**config.mk**
```make
export PLATFORM = sky130hd
export DESIGN_NAME = y_block_fetcher
export DESIGN_NICKNAME = d
export VERILOG_FILES = /design/src/rtl/accelerator_package.sv /design/src/rtl/y_block_aligner.sv /design/src/rtl/y_block_fetcher.sv
export SDC_FILE = /design/constraint.sdc
export NUM_CORES = 1
export LEC_CHECK = 0
export ABC_AREA = 1
export CAP_MARGIN = 20
export CORE_MARGIN = 1
export CORE_UTILIZATION = 40
export DETAILED_ROUTE_END_ITERATION = 10
export PLACE_DENSITY = 0.65
export SLEW_MARGIN = 25
export SYNTH_ARGS = -nofsm -noshare
export SYNTH_HDL_FRONTEND = slang
export SYNTH_HIERARCHICAL = 1
export SYNTH_SLANG_ARGS = --single-unit
```
**constraint.sdc**
```tcl
create_clock -name clk_i -period 5.6 [get_ports clk_i]
set_input_delay 1.12 -clock clk_i [delete_from_list [all_inputs] [get_ports clk_i]]
set_output_delay 1.12 -clock clk_i [all_outputs]
set_load 0.01 [all_outputs]
```
**src/rtl/accelerator_package.sv**
```systemverilog
// Shared types and stream layout for the Y block path (scheduler -> fetcher).
`default_nettype none
package accelerator_package;

  typedef enum logic [2:0] {
    IDLE = 3'd0,
    REQ0 = 3'd1,
    REQ1 = 3'd2,
    WAIT = 3'd3,
    OUT  = 3'd4
  } y_fetch_state_e;

  localparam int Y_ADDR_LEN_MSB  = 47;
  localparam int Y_ADDR_LEN_LSB  = 32;
  localparam int Y_ADDR_MSB      = 31;
  localparam int Y_ADDR_STREAM_W = 48;

  // Element count of a block: the requested length, capped at the block size.
  function automatic logic [16:0] y_clamp_len(input logic [15:0] len, input logic [16:0] max_n);
    return ({1'b0, len} > max_n) ? max_n : {1'b0, len};
  endfunction

endpackage
`default_nettype wire

```
**src/rtl/y_block_aligner.sv**
```systemverilog
// Combinational realignment of one Y block out of two TCDM words, with lane masking.
`default_nettype none
module y_block_aligner #(
  parameter int DATA_SIZE    = 32,
  parameter int Y_BLOCK_SIZE = 4,
  parameter int BUS_WIDTH    = 128
) (
  input  logic [2*BUS_WIDTH-1:0]                  words,
  input  logic [$clog2(BUS_WIDTH/8)-1:0]          off,
  input  logic [$clog2(Y_BLOCK_SIZE):0]           n,
  output logic [DATA_SIZE*Y_BLOCK_SIZE-1:0]       data,
  output logic [DATA_SIZE*Y_BLOCK_SIZE/8-1:0]     strb
);

  localparam int BLK_W      = DATA_SIZE * Y_BLOCK_SIZE;
  localparam int N_W        = $clog2(Y_BLOCK_SIZE) + 1;
  localparam int ELEM_BYTES = DATA_SIZE / 8;

  logic [BLK_W-1:0] window;

  assign window = BLK_W'(words >> {off, 3'b000});

  for (genvar e = 0; e < Y_BLOCK_SIZE; e++) begin : g_lane
    assign data[e*DATA_SIZE +: DATA_SIZE] =
      (N_W'(e) < n) ? window[e*DATA_SIZE +: DATA_SIZE] : '0;
  end

  for (genvar b = 0; b < BLK_W/8; b++) begin : g_strb
    assign strb[b] = (N_W'(b / ELEM_BYTES) < n);
  end

endmodule
`default_nettype wire

```
**src/rtl/y_block_fetcher.sv**
```systemverilog
// Fetches one Y block per address beat from TCDM (one or two aligned words) and streams it out.
`default_nettype none
module y_block_fetcher
  import accelerator_package::*;
#(
  parameter int DATA_SIZE    = 32,
  parameter int Y_BLOCK_SIZE = 4,
  parameter int BUS_WIDTH    = 128
) (
  input  logic                                clk_i,
  input  logic                                rst_i,
  input  logic                                clear_i,
  input  logic                                working_i,
  input  logic                                addr_valid_i,
  input  logic [Y_ADDR_STREAM_W-1:0]          addr_data_i,
  output logic                                addr_ready_o,
  output logic                                mem_req_o,
  input  logic                                mem_gnt_i,
  output logic [31:0]                         mem_add_o,
  output logic                                mem_wen_o,
  output logic [BUS_WIDTH/8-1:0]              mem_be_o,
  input  logic                                mem_r_valid_i,
  input  logic [BUS_WIDTH-1:0]                mem_r_data_i,
  output logic                                data_valid_o,
  output logic [DATA_SIZE*Y_BLOCK_SIZE-1:0]   data_data_o,
  output logic [DATA_SIZE*Y_BLOCK_SIZE/8-1:0] data_strb_o,
  input  logic                                data_ready_i,
  output logic                                busy_o
);

  localparam int BE_W  = BUS_WIDTH / 8;
  localparam int OFF_W = $clog2(BE_W);
  localparam int N_W   = $clog2(Y_BLOCK_SIZE) + 1;

  localparam logic [16:0] MAX_N      = 17'(Y_BLOCK_SIZE);
  localparam logic [16:0] ELEM_BYTES = 17'(DATA_SIZE / 8);
  localparam logic [16:0] WORD_BYTES = 17'(BE_W);

  y_fetch_state_e state, state_next;

  logic [31:0]          base;
  logic [OFF_W-1:0]     off;
  logic [N_W-1:0]       n;
  logic                 span2;
  logic [BUS_WIDTH-1:0] word0;
  logic [BUS_WIDTH-1:0] word1;
  logic                 second_resp;

  logic [15:0] beat_len;
  logic [31:0] beat_addr;
  logic [16:0] beat_n;
  logic [16:0] beat_end;
  logic        beat_span2;
  logic        accept;
  logic        start;

  assign beat_len   = addr_data_i[Y_ADDR_LEN_MSB:Y_ADDR_LEN_LSB];
  assign beat_addr  = addr_data_i[Y_ADDR_MSB:0];
  assign beat_n     = y_clamp_len(beat_len, MAX_N);
  assign beat_end   = 17'(beat_addr[OFF_W-1:0]) + beat_n * ELEM_BYTES;
  assign beat_span2 = beat_end > WORD_BYTES;

  // A zero-length beat is consumed here but never starts a fetch.
  assign accept = addr_valid_i && working_i && (state == IDLE);
  assign start  = accept && (beat_len != 16'd0);

  always_ff @(posedge clk_i) begin
    if (rst_i || clear_i) begin
      state <= IDLE;
    end else begin
      state <= state_next;
    end
  end

  always_comb begin
    state_next   = state;
    addr_ready_o = 1'b0;
    mem_req_o    = 1'b0;
    mem_add_o    = 32'd0;
    data_valid_o = 1'b0;
    case (state)
      IDLE: begin
        addr_ready_o = working_i;
        if (start) state_next = REQ0;
      end
      REQ0: begin
        mem_req_o = 1'b1;
        mem_add_o = base;
        if (mem_gnt_i) state_next = span2 ? REQ1 : WAIT;
      end
      REQ1: begin
        mem_req_o = 1'b1;
        mem_add_o = base + 32'(BE_W);
        if (mem_gnt_i) state_next = WAIT;
      end
      WAIT: begin
        state_next = OUT;
      end
      OUT: begin
        data_valid_o = 1'b1;
        if (data_ready_i) state_next = IDLE;
      end
      default: state_next = IDLE;
    endcase
  end

  // Responses land in REQ1/WAIT only; the first goes to word0, the second to word1.
  always_ff @(posedge clk_i) begin
    if (rst_i || clear_i) begin
      base        <= 32'd0;
      off         <= '0;
      n           <= '0;
      span2       <= 1'b0;
      word0       <= '0;
      word1       <= '0;
      second_resp <= 1'b0;
    end else begin
      if (start) begin
        base        <= {beat_addr[31:OFF_W], {OFF_W{1'b0}}};
        off         <= beat_addr[OFF_W-1:0];
        n           <= N_W'(beat_n);
        span2       <= beat_span2;
        second_resp <= 1'b0;
      end
      if (((state == REQ1) || (state == WAIT)) && mem_r_valid_i) begin
        if (!second_resp) begin
          word0 <= mem_r_data_i;
        end else begin
          word1 <= mem_r_data_i;
        end
        second_resp <= 1'b1;
      end
    end
  end

  logic [BUS_WIDTH-1:0] upper_word;

  assign upper_word = span2 ? word1 : '0;

  y_block_aligner #(
    .DATA_SIZE   (DATA_SIZE),
    .Y_BLOCK_SIZE(Y_BLOCK_SIZE),
    .BUS_WIDTH   (BUS_WIDTH)
  ) u_aligner (
    .words({upper_word, word0}),
    .off  (off),
    .n    (n),
    .data (data_data_o),
    .strb (data_strb_o)
  );

  assign mem_wen_o = 1'b1;
  assign mem_be_o  = '1;
  assign busy_o    = (state != IDLE);

endmodule
`default_nettype wire
```
==> results.yml <==
placement:
  io_buffer_count: 359
  dp_cells: 4729
  dp_hpwl_um: 86900
  gp_congestion: 1.06
  dp_slack_ps: 1510
sta:
  worst_pin_slew_ps: 991
  period_needed_ps: 4830
  setup_ws_ps: 771
  fmax_ghz: 0.207
  rsz0062_at_grt: "no"
  clock_skew_ps: 15.4
  slew_headroom_pct: 33.9
  final_hold_viol_count: 0
  fin_crit_sh_pct: 86.2
  setup_viol: 0
  tns_ps: 0
  maxSlewViolCount: 0
global_routing:
  first_global_vias: 24887
  grt_usage_pct: 40.0
  antenna_found_initial: 2
  grt-ovfl-total: 0
  grt_pass1_wl_um: 166000
  grt_max_degree: 147
floorplan:
  die_h_um: 236
  initial_utilization_pct: 40.5
  core_area_um2: 53900
  die_area_um2: 55500
  num_rows: 85
  ios: 381
  die_x_um: 236
cts:
  root_buffer: "clkbuf_16"
  numClockSinks: 288
  postCtsSetupBuffers: 0
  ctsResizeCount: 0
  worstSkewPairLatency_ps: 560
  cts_buffers: 34
  max-clock-path-buffers: 3
  clk_pin_slew_ps: 70
  cts_tree: "done"
  htreeDepth: 2
  cts.hold.buffers_added: 0
setup_path:
  critPathLaunchType: "register"
  cp.arrival_ps: 3710
  cp.required_ps: 4480
  path_max_fanout: 79
  critical_path_class: "register to output port"
  cp-end-kind: "output port"
power:
  power.density_nw_per_um2: 206
  ir_drop_mv: 0.183
  fin_total_pwr_mw: 5.44
  leakagePower_nw: 11.2
cells_and_area:
  final_util_pct: 49.0
  insertedDiodeCount: 0
  instances_no_fill: 4790
  area_growth_pct: 21.1
  nNetsFinal: 4257
  drive_gt1_share_pct: 3.13
routing:
  via_per_inst: 5.77
  drtPass1Iterations: 6
  drt_drc_violations_left: 0
  vias: 27615
  drt_iter0_drc: 3777
  antenna_left: 0
  routedWlPerCell_um: 24.0
  wl_um: 115000
hold_path:
  hold_class: "register to register"
logic_synthesis:
  syn-cell-area_um2: 21800
  yosysWarningCount: 6
  synth_area_per_cell_um2: 5.55
  synthCells: 3936
run_status:
  outcome: "finished clean"
job:
  maxCapViolations: 0
==> cell usage in the layout (no fill, tap or decap) <==
master and instances:
nand3_2 2, clkbuf_8 3, conb_1 21, a21oi_1 213, nand3b_1 2, nand3_4 1, a21oi_4 1, dfxtp_1 283
a21o_1 1, nor3_1 13, nand4_1 4, ha_1 3, nand2_1 1046, clkinvlp_4 1, clkinv_8 1, fa_1 1
o32ai_1 1, clkbuf_1 6, bufinv_16 5, buf_4 39, clkinv_4 2, o21ai_0 302, dfxtp_4 5, inv_6 5
nor2_1 461, inv_1 317, inv_2 2, inv_4 2, inv_8 1, nor2_4 5, clkbuf_16 34, clkdlybuf4s50_1 359
o21ai_1 50, buf_12 11, nand2_2 2, clkinv_2 6, nand3_1 883
==> per-stage QoR <==
stage	instance area, um2	hold WS (ps)
2_1_floorplan	21900	423
3_3_place_gp	25300	432
3_5_place_dp	25300	435
4_1_cts	26400	445
5_1_grt	26400	456
6_report	26400	445
==> routing by layer <==
metal / track usage, % / up-vias / part of all wire, %
li1: - / 12976 / -
met1: 54.0 / 12882 / 42
met2: 59.7 / 1501 / 42
met3: 6.66 / 254 / 9.2
met4: 23.7 / 2 / 6.6
met5: 0 / - / 0.014
==> registers in the layout, indices dropped and copies added, names as in the netlist <==
signal / count
base: 28
n: 3
off: 4
second_resp: 1
span2: 1
state: 3
word0: 128
word1: 120
==> layout make-up <==
cell class	instances	area, um2
fillers	5936	27500
well taps	696	871
inverters	324	1240
clock inverters	18	248
multi-input cells	3012	13300
flip-flops and latches	288	5780
clock buffers	43	915
repair buffers	409	4110
==> critical path: stages (launching register included) <==
cell and delay (ps):
dfxtp_4 390, inv_6 480, buf_4 480, nand2_1 140, nand3_1 120, nand3_1 120, nand2_1 170, nand2_1 80
a21oi_1 460, clkdlybuf4s50_1 660
==> power breakdown <==
part,internal [mW],total [mW],switching [mW]
Combinational,0.322,0.946,0.624
Sequential,2.07,2.11,0.0409
Clock,1.40,2.38,0.974
==> final timing paths <==
check / startpoint / end / slack, ps / cells after the start
setup / recovery: off[0] / data_data_o[77] / 770 / 9
setup reg to reg: state[1] / word1[64] / 3310 / 6
hold / removal: word1[83] / word1[83] / 450 / 2
hold reg to reg: word1[83] / word1[83] / 450 / 2
(Power assumes the default switching activity.)
